===== src/rtl/cpu_pkg.sv =====
// Shared definitions for the five-stage MIPS core: CP0 exception codes,
// the exception handler entry point and the default Tnew width.
package cpu_pkg;

    // CP0 Cause.ExcCode values
    localparam logic [4:0] EXC_INT  = 5'd0;
    localparam logic [4:0] EXC_ADEL = 5'd4;
    localparam logic [4:0] EXC_ADES = 5'd5;
    localparam logic [4:0] EXC_RI   = 5'd10;
    localparam logic [4:0] EXC_OV   = 5'd12;

    // Exception handler entry point
    localparam logic [31:0] CPU_HANDLER_PC = 32'h0000_4180;

    // Width of the Tnew hazard counter carried down the pipe
    localparam int CPU_TNEW_W = 2;

endpackage


===== src/rtl/pipe_stage_reg_if.sv =====
// Bundle of control, upstream and registered signals between two stages.
// master = the surrounding pipeline, slave = the stage register itself.
interface pipe_stage_reg_if #(
    parameter int DATA_W  = 64,
    parameter int NUM_EXC = 3,
    parameter int TNEW_W  = cpu_pkg::CPU_TNEW_W
);
    logic                req;
    logic                stall;
    logic                flush;
    logic [31:0]         in_instr;
    logic [31:0]         in_pc;
    logic [4:0]          in_wa;
    logic [DATA_W-1:0]   in_payload;
    logic [TNEW_W-1:0]   in_tnew;
    logic                in_bd;
    logic [4:0]          in_exc;
    logic [NUM_EXC-1:0]  exc_src;

    logic [31:0]         out_instr;
    logic [31:0]         out_pc;
    logic [4:0]          out_wa;
    logic [DATA_W-1:0]   out_payload;
    logic [TNEW_W-1:0]   out_tnew;
    logic                out_bd;
    logic [4:0]          out_exc;
    logic                out_valid;

    modport master (
        output req, stall, flush, in_instr, in_pc, in_wa, in_payload,
               in_tnew, in_bd, in_exc, exc_src,
        input  out_instr, out_pc, out_wa, out_payload, out_tnew, out_bd,
               out_exc, out_valid
    );

    modport slave (
        input  req, stall, flush, in_instr, in_pc, in_wa, in_payload,
               in_tnew, in_bd, in_exc, exc_src,
        output out_instr, out_pc, out_wa, out_payload, out_tnew, out_bd,
               out_exc, out_valid
    );
endinterface


===== src/rtl/pipe_stage_reg_exc_prio_enc.sv =====
// Merges the exception code carried from earlier stages with this stage's
// local exception flags. An earlier-stage code always wins; among local
// sources the lowest asserted index wins.
module exc_prio_enc #(
    parameter int                     NUM_EXC   = 3,
    parameter logic [NUM_EXC*5-1:0]   EXC_CODES = {5'd5, 5'd4, 5'd12}
) (
    input  logic [4:0]          in_exc_i,
    input  logic [NUM_EXC-1:0]  exc_src_i,
    output logic [4:0]          exc_code_o
);

    logic [4:0] local_code_s;

    // Pick the local code of the lowest asserted source, then let an
    // already-carried code override it.
    always_comb begin
        local_code_s = 5'd0;
        for (int i = NUM_EXC - 1; i >= 0; i--) begin
            if (exc_src_i[i]) begin
                local_code_s = EXC_CODES[5*i +: 5];
            end else begin
                local_code_s = local_code_s;
            end
        end
        if (in_exc_i != 5'd0) begin
            exc_code_o = in_exc_i;
        end else begin
            exc_code_o = local_code_s;
        end
    end

endmodule


===== src/rtl/pipe_stage_reg.sv =====
// Generic inter-stage pipeline register. One edge performs exactly one of
// reset > req > stall > flush > load. All outputs come straight from flops.
module pipe_stage_reg
    import cpu_pkg::*;
#(
    parameter int                     DATA_W     = 64,
    parameter int                     NUM_EXC    = 3,
    parameter logic [NUM_EXC*5-1:0]   EXC_CODES  = {EXC_ADES, EXC_ADEL, EXC_OV},
    parameter int                     TNEW_W     = CPU_TNEW_W,
    parameter bit                     TNEW_DEC   = 1'b1,
    parameter logic [31:0]            HANDLER_PC = CPU_HANDLER_PC
) (
    input  logic              clk,
    input  logic              reset,
    pipe_stage_reg_if.slave   bus
);

    logic [31:0]        instr_q;
    logic [31:0]        pc_q;
    logic [4:0]         wa_q;
    logic [DATA_W-1:0]  payload_q;
    logic [TNEW_W-1:0]  tnew_q;
    logic               bd_q;
    logic [4:0]         exc_q;
    logic               valid_q;

    logic [TNEW_W-1:0]  tnew_d;
    logic [4:0]         exc_d;

    exc_prio_enc #(
        .NUM_EXC   (NUM_EXC),
        .EXC_CODES (EXC_CODES)
    ) u_exc_prio_enc (
        .in_exc_i   (bus.in_exc),
        .exc_src_i  (bus.exc_src),
        .exc_code_o (exc_d)
    );

    // Tnew value on load: saturating decrement or straight pass-through.
    always_comb begin
        tnew_d = bus.in_tnew;
        if (TNEW_DEC) begin
            if (bus.in_tnew == {TNEW_W{1'b0}}) begin
                tnew_d = {TNEW_W{1'b0}};
            end else begin
                tnew_d = bus.in_tnew - {{(TNEW_W-1){1'b0}}, 1'b1};
            end
        end else begin
            tnew_d = bus.in_tnew;
        end
    end

    // Register bank, one priority-ordered action per edge. A bubble keeps
    // PC and BD so CP0 still gets a correct EPC if an interrupt lands on it.
    always_ff @(posedge clk) begin
        if (reset) begin
            instr_q   <= 32'd0;
            pc_q      <= 32'd0;
            wa_q      <= 5'd0;
            payload_q <= {DATA_W{1'b0}};
            tnew_q    <= {TNEW_W{1'b0}};
            bd_q      <= 1'b0;
            exc_q     <= 5'd0;
            valid_q   <= 1'b0;
        end else if (bus.req) begin
            instr_q   <= 32'd0;
            pc_q      <= HANDLER_PC;
            wa_q      <= 5'd0;
            payload_q <= {DATA_W{1'b0}};
            tnew_q    <= {TNEW_W{1'b0}};
            bd_q      <= 1'b0;
            exc_q     <= 5'd0;
            valid_q   <= 1'b0;
        end else if (bus.stall) begin
            instr_q   <= instr_q;
            pc_q      <= pc_q;
            wa_q      <= wa_q;
            payload_q <= payload_q;
            tnew_q    <= tnew_q;
            bd_q      <= bd_q;
            exc_q     <= exc_q;
            valid_q   <= valid_q;
        end else if (bus.flush) begin
            instr_q   <= 32'd0;
            pc_q      <= bus.in_pc;
            wa_q      <= 5'd0;
            payload_q <= {DATA_W{1'b0}};
            tnew_q    <= {TNEW_W{1'b0}};
            bd_q      <= bus.in_bd;
            exc_q     <= 5'd0;
            valid_q   <= 1'b0;
        end else begin
            instr_q   <= bus.in_instr;
            pc_q      <= bus.in_pc;
            wa_q      <= bus.in_wa;
            payload_q <= bus.in_payload;
            tnew_q    <= tnew_d;
            bd_q      <= bus.in_bd;
            exc_q     <= exc_d;
            valid_q   <= 1'b1;
        end
    end

    assign bus.out_instr   = instr_q;
    assign bus.out_pc      = pc_q;
    assign bus.out_wa      = wa_q;
    assign bus.out_payload = payload_q;
    assign bus.out_tnew    = tnew_q;
    assign bus.out_bd      = bd_q;
    assign bus.out_exc     = exc_q;
    assign bus.out_valid   = valid_q;

endmodule


===== src/flat_wrapper.sv =====
// flat-port wrapper written by rule: the top's interface ports become plain ports
module pipe_stage_reg_flat import cpu_pkg::*;
#(
    parameter int                     DATA_W     = 64,
    parameter int                     NUM_EXC    = 3,
    parameter logic [NUM_EXC*5-1:0]   EXC_CODES  = {EXC_ADES, EXC_ADEL, EXC_OV},
    parameter int                     TNEW_W     = CPU_TNEW_W,
    parameter bit                     TNEW_DEC   = 1'b1,
    parameter logic [31:0]            HANDLER_PC = CPU_HANDLER_PC
)
  (clk, reset, bus_req, bus_stall, bus_flush, bus_in_instr, bus_in_pc, bus_in_wa, bus_in_payload, bus_in_tnew, bus_in_bd, bus_in_exc, bus_exc_src, bus_out_instr, bus_out_pc, bus_out_wa, bus_out_payload, bus_out_tnew, bus_out_bd, bus_out_exc, bus_out_valid);
  pipe_stage_reg_if #(.DATA_W(DATA_W), .NUM_EXC(NUM_EXC), .TNEW_W(TNEW_W)) bus_i ();
  input  logic clk;
  input  logic reset;
  input wire logic [$bits(bus_i.req)-1:0] bus_req;
  input wire logic [$bits(bus_i.stall)-1:0] bus_stall;
  input wire logic [$bits(bus_i.flush)-1:0] bus_flush;
  input wire logic [$bits(bus_i.in_instr)-1:0] bus_in_instr;
  input wire logic [$bits(bus_i.in_pc)-1:0] bus_in_pc;
  input wire logic [$bits(bus_i.in_wa)-1:0] bus_in_wa;
  input wire logic [$bits(bus_i.in_payload)-1:0] bus_in_payload;
  input wire logic [$bits(bus_i.in_tnew)-1:0] bus_in_tnew;
  input wire logic [$bits(bus_i.in_bd)-1:0] bus_in_bd;
  input wire logic [$bits(bus_i.in_exc)-1:0] bus_in_exc;
  input wire logic [$bits(bus_i.exc_src)-1:0] bus_exc_src;
  output wire logic [$bits(bus_i.out_instr)-1:0] bus_out_instr;
  output wire logic [$bits(bus_i.out_pc)-1:0] bus_out_pc;
  output wire logic [$bits(bus_i.out_wa)-1:0] bus_out_wa;
  output wire logic [$bits(bus_i.out_payload)-1:0] bus_out_payload;
  output wire logic [$bits(bus_i.out_tnew)-1:0] bus_out_tnew;
  output wire logic [$bits(bus_i.out_bd)-1:0] bus_out_bd;
  output wire logic [$bits(bus_i.out_exc)-1:0] bus_out_exc;
  output wire logic [$bits(bus_i.out_valid)-1:0] bus_out_valid;
  assign bus_i.req = bus_req;
  assign bus_i.stall = bus_stall;
  assign bus_i.flush = bus_flush;
  assign bus_i.in_instr = bus_in_instr;
  assign bus_i.in_pc = bus_in_pc;
  assign bus_i.in_wa = bus_in_wa;
  assign bus_i.in_payload = bus_in_payload;
  assign bus_i.in_tnew = bus_in_tnew;
  assign bus_i.in_bd = bus_in_bd;
  assign bus_i.in_exc = bus_in_exc;
  assign bus_i.exc_src = bus_exc_src;
  assign bus_out_instr = bus_i.out_instr;
  assign bus_out_pc = bus_i.out_pc;
  assign bus_out_wa = bus_i.out_wa;
  assign bus_out_payload = bus_i.out_payload;
  assign bus_out_tnew = bus_i.out_tnew;
  assign bus_out_bd = bus_i.out_bd;
  assign bus_out_exc = bus_i.out_exc;
  assign bus_out_valid = bus_i.out_valid;
  pipe_stage_reg #(.DATA_W(DATA_W), .NUM_EXC(NUM_EXC), .EXC_CODES(EXC_CODES), .TNEW_W(TNEW_W), .TNEW_DEC(TNEW_DEC), .HANDLER_PC(HANDLER_PC)) u_core (.clk(clk), .reset(reset), .bus(bus_i));
endmodule

===== config.mk =====
export PLATFORM = sky130hd
export DESIGN_NAME = pipe_stage_reg_flat
export DESIGN_NICKNAME = d
export VERILOG_FILES = /design/src/rtl/cpu_pkg.sv /design/src/rtl/pipe_stage_reg_if.sv /design/src/rtl/pipe_stage_reg_exc_prio_enc.sv /design/src/rtl/pipe_stage_reg.sv /design/src/flat_wrapper.sv
export SDC_FILE = /design/constraint.sdc
export NUM_CORES = 1
export LEC_CHECK = 0
export ABC_AREA = 0
export BUFFER_PORTS_ARGS = -buffer_cell sky130_fd_sc_hd__buf_2
export CORE_AREA = 4 4 111 113
export DETAILED_ROUTE_END_ITERATION = 10
export DIE_AREA = 0 0 115 117
export PLACE_DENSITY = 0.8
export SLEW_MARGIN = 20
export SYNTH_ARGS = -nofsm -noshare
export SYNTH_HDL_FRONTEND = slang
export SYNTH_SLANG_ARGS = --single-unit

===== constraint.sdc =====
create_clock -name clk -period 2.6 [get_ports clk]
set_input_delay 0.13 -clock clk [delete_from_list [all_inputs] [get_ports clk]]
set_output_delay 0.13 -clock clk [all_outputs]
set_load 0.005 [all_outputs]

## Word-level counts from Yosys, hierarchy flattened

Index checks and enable logic that the tools add are counted.

| operators by class | value |
|---|---|
| $add $sub $neg | 1 |
| equality and inequality tests | 1 |
| muxes and demuxes | 13 |
| reduce and logical (&&, ||, !) cells | 3 |

Operator list:

| kind | count |
|---|---|
| $mux 64 | 1 |
| $mux 32 | 1 |
| $mux 15 | 2 |
| $mux 5 | 5 |
| $reduce_bool 5->1 | 1 |
| $mux 2 | 2 |
| $mux 3 | 1 |
| $logic_not 2->1 | 1 |
| $ne 2x2->1 const B | 1 |
| $reduce_or 2->1 | 1 |
| $sub 2x1->2 const B | 1 |
| $mux 1 | 1 |

| word-level totals | value |
|---|---|
| bits in registers | 142 |
| input bits | 149 |
| output and inout port bits | 142 |
| word-level logic and storage cells | 27 |

## Longest topological paths before layout

| logic depth | value |
|---|---|
| word-level depth | 5 |
| gate-level depth with buffers | 6 |

## Modules after synthesis

Synthesis repeated with hierarchy kept, for this count alone.

| second synthesis, totals | value |
|---|---|
| cell total of the unflattened synthesis | 604 |
| area, all modules | 5606.6 µm² |

Modules (own cells, without submodules):

| module | instances | cells each | area an instance (µm²) | seq. area each (µm²) |
|---|---|---|---|---|
| pipe_stage_reg | 1 | 593 | 5544.1 | 2842.7 |
| exc_prio_enc | 1 | 11 | 62.6 | 0.0 |

## Least setup slack after synthesis

No wires, ideal clock.

| timing | value |
|---|---|
| kind | input -> register |
| start point | input port bus_stall |
| end point | register u_core.bd_q, in the netlist u_core.bus.out_bd |
| arrival | 0.830 ns |
| data required time | 2.472 ns |
| slack | 1.643 ns |
| stages on the path | 5 |
| path buffers | 3 |
| path through | buf_2 > buf_4 > buf_4 > mux2i_1 > nor2_1 |

RTL lines:

| item | line | text |
|---|---|---|
| from (decl) | flat_wrapper.sv:16 | `input wire logic [$bits(bus_i.stall)-1:0] bus_stall;` |
| to (signal assigned) | pipe_stage_reg.sv:80 | `bd_q <= bd_q;` |
| to (signal assigned) | pipe_stage_reg.sv:89 | `bd_q <= bus.in_bd;` |
| to (signal assigned) | pipe_stage_reg.sv:98 | `bd_q <= bus.in_bd;` |
| to (decl) | pipe_stage_reg.sv:23 | `logic bd_q;` |

## Worst setup path after layout

| timing | value |
|---|---|
| start point | input port reset |
| end point | register u_core.exc_q[2], in the netlist u_core.bus.out_exc[2] |

| between the ends | value |
|---|---|
| longest elaborated chain between the ends | 1 |

Ends and longest elaborated chain:

| item | line | text |
|---|---|---|
| from (decl) | flat_wrapper.sv:14 | `input logic reset;` |
| $reduce_or 2->1 (no line) | - |  |
| to (signal assigned) | pipe_stage_reg.sv:81 | `exc_q <= exc_q;` |
| to (decl) | pipe_stage_reg.sv:24 | `logic [4:0] exc_q;` |

Every way passes these cells.
A chain may end at the register's enable or synchronous reset.

==> results.sh <==
export IMPL_status="complete, no violations"
export IMPL_end_kind="flip-flop"
export IMPL_grt_pass1_vias=5728
export IMPL_seqPwrFrac_pct=42.9
export IMPL_async_flop_share_pct=0
export IMPL_p_per_area_nw_per_um2=638
export IMPL_viasPerCell=5.27
export IMPL_tightest_slew_ps=668
export IMPL_synthAdderAreaFrac_pct=0
export IMPL_worst_r2r_setup_slack_ps=1770
export IMPL_die_y_um=117
export IMPL_grt_util_all_layers_pct=26.6
export IMPL_regArea_um2=2840
export IMPL_io_pins=291
export IMPL_root_buffer="clkbuf_16"
export IMPL_synth_xor_area_share_pct=0
export IMPL_yosys_warnings=0
export IMPL_ir_worst_vdd_mv=0.412
export IMPL_drt_iter0_drc=424
export IMPL_arrival_ps=1970
export IMPL_cp_start_kind="input pin"
export IMPL_drive_above_1_share_pct=37.8
export IMPL_firstDrtPassIters=5
export IMPL_crit_type="input pin to flip-flop"
export IMPL_path_max_fanout=83
export IMPL_antenna_found_initial=0
export IMPL_avgRoutedWirePerCell_um=17.7
export IMPL_synth_area_mux_share_pct=6.04
export IMPL_post_place_cells=879
export IMPL_finalNetCount=1035
export IMPL_cts_buffer_depth=2
export IMPL_synth_common_cells="dfxtp_1, nor2_1, a22oi_1"
export IMPL_slew_viol_final=0
export IMPL_period_share_pct=64.9
export IMPL_ys_seq_area_share_pct=57.2
export IMPL_portBuffers=290
export IMPL_cts_buffers=17
export IMPL_synth_top_area_share_pct=57.2
export IMPL_dr_total_vias=5496
export IMPL_multi_input_area_um2=1810
export IMPL_yosysTopAreaCell="dfxtp_1"
export IMPL_antennaDiodeCount=0
export IMPL_nFillCells=717
export IMPL_clk_pin_slew_worst_paths_ps=60
export IMPL_dieArea_um2=13500
export IMPL_synth_seq_cells=142
export IMPL_p_int_w=0.00405
export IMPL_synth_edf_count=0
export IMPL_drt_total_wl_mm=18.4
export IMPL_syn_inst=486
export IMPL_grt_overflow_total=0
export IMPL_dpl_hpwl_mm=10.3
export IMPL_setup_viol=0
export IMPL_antenna_left=0
export IMPL_synth_compound_area_share_pct=17.2
export IMPL_leakage_nw=3.91
export IMPL_maxSlewHeadroom_pct=55.5
export IMPL_place_congestion=0.783
export IMPL_fmax_ghz=0.593
export IMPL_grt_pass1_wl_mm=27.9
export IMPL_finalCriticalPeriod_ps=1690
export IMPL_area_delta_synth_final_pct=66.1
export IMPL_synth_simple_area_share_pct=13.1
export IMPL_cts_repair_resized=0
export IMPL_hold_viol=0
export IMPL_netSwitchingPower_w=0.00122
export IMPL_synth_top_family_by_area="compound AO/OA/AOI/OAI gates"
export IMPL_instances_no_fill=1042
export IMPL_h_tree_depth=4
export IMPL_clock_sinks=142
export IMPL_clkLatencyLatePin_ps=410
export IMPL_floorplan_initialDensity_pct=43.9
export IMPL_die_width_um=115
export IMPL_worstPathRequired_ps=2880
export IMPL_row_count=39
export IMPL_synth_cell_types=22
export IMPL_core_area_um2=11300
export IMPL_clockPowerShare_pct=45.9
export IMPL_synth_area_leaders="dfxtp_1, a22oi_1, nor2_1, mux2i_1, buf_6"
export IMPL_cts_tree="yes"
export IMPL_synth_most_common_cell="dfxtp_1"
export IMPL_synth_nets=635
export IMPL_grt_max_degree=95
export IMPL_ys_flop_type="dfxtp_1"
export IMPL_cap_violations=0
export IMPL_tns_ps=0
export IMPL_syn_avg_cell_area_um2=10.2
export IMPL_rsz0062_at_grt="no"
export IMPL_min_path_type="input pin to flip-flop"
export IMPL_syn_area_um2=4970
export IMPL_finalClockSkew_ps=0
export IMPL_combPwrFrac_pct=11.2
export IMPL_switching_share_pct=23.2
export IMPL_drc=0
==> kinds of logic (layout without fill, tap and decap cells) <==
kind of cell	count (synthesis)	after routing
AND/OR/NAND/NOR	154	154
flip-flops	142	142
AO/OA/AOI/OAI	116	116
buffers and inverters	44	457
multiplexers	30	30
==> area by class of cell <==
| cell class | instances | area share (%) |
|---|---|---|
| clock buffer | 20 | 5.66 |
| clock inverter | 12 | 1.64 |
| multi-input combinational | 300 | 21.9 |
| sequential | 142 | 34.5 |
| tap | 143 | 2.17 |
| timing repair buffer | 425 | 34.2 |
==> stage by stage <==
stage | hold WS [ps] | util [%] | total power, W | setup WS, ps | instance area [um2]
after global placement | 347 | 56.0 | 0.00270 | 1070 | 6340
after detailed placement | 365 | 56.0 | 0.00271 | 976 | 6340
after CTS | 5.58 | 72.9 | 0.00528 | 964 | 8250
after global routing | 34.8 | 72.9 | 0.00545 | 813 | 8250
final | 6.17 | 72.9 | 0.00527 | 913 | 8250
after floorplan | 202 | - | 0.00253 | 1640 | 4970
==> sequential cells by signal (all words and copies together), names as in the netlist <==
register,flops
u_core.bus.out_pc,32
u_core.bus.out_exc,5
u_core.bus.out_bd,1
u_core.bus.out_payload,64
u_core.bus.out_wa,5
u_core.bus.out_tnew,2
u_core.bus.out_valid,1
u_core.bus.out_instr,32
==> routing by layer <==
layer  track usage (%)  up-vias  routed length, um
li1                  -     2509                  -
met3              8.53       85               1520
met2              48.1      345               9740
met4              16.6        0                907
met5                 0        -                  0
met1              26.3     2557               6250
==> final timing paths <==
kind                                          startpoint                        end  cells after the start
worst min-delay path                   bus_in_payload[2]  u_core.bus.out_payload[2]                      3
worst min register to register      u_core.bus.out_valid       u_core.bus.out_valid                      2
worst max register to register  u_core.bus.out_instr[23]   u_core.bus.out_instr[23]                      2
worst max-delay path                               reset      u_core.bus.out_exc[2]                      5
==> worst max-delay path, stage by stage <==
cell	delay (ps)
dlygate4sd3_1	520
buf_2	150
or2_4	530
buf_12	390
o22ai_1	150
==> power by group through the flow <==
stage | registers [W] | logic (W) | clock network [W]
after floorplan | 0.00231 | 0.000223 | 0
after global placement | 0.00230 | 0.000395 | 0
after detailed placement | 0.00230 | 0.000410 | 0
after CTS | 0.00226 | 0.000563 | 0.00246
after global routing | 0.00226 | 0.000636 | 0.00255
final | 0.00226 | 0.000589 | 0.00242
==> cell usage in the layout, fill, tap and decap left out, types with 2 or more instances in the layout <==
cell type / netlist / final
a211oi_1: 3 / 3
mux2i_1: 30 / 30
buf_4: 6 / 3
o22ai_1: 2 / 2
clkinv_2: 0 / 2
dfxtp_1: 142 / 142
dlygate4sd3_1: 0 / 131
nor2_1: 131 / 131
a22oi_1: 105 / 105
inv_6: 0 / 2
nor2b_1: 3 / 3
clkbuf_16: 0 / 17
buf_2: 22 / 289
clkbuf_8: 0 / 3
clkinvlp_4: 0 / 4
a21oi_1: 5 / 5
buf_12: 0 / 2
nor2_2: 12 / 12
clkinv_4: 0 / 2
bufinv_16: 0 / 2
==> timing repair <==
action                    CTS  global route
setup buffers               0             0
hold endpoints to repair  133             0
hold buffers              131             0
Power figures use the tool's default switching activity.
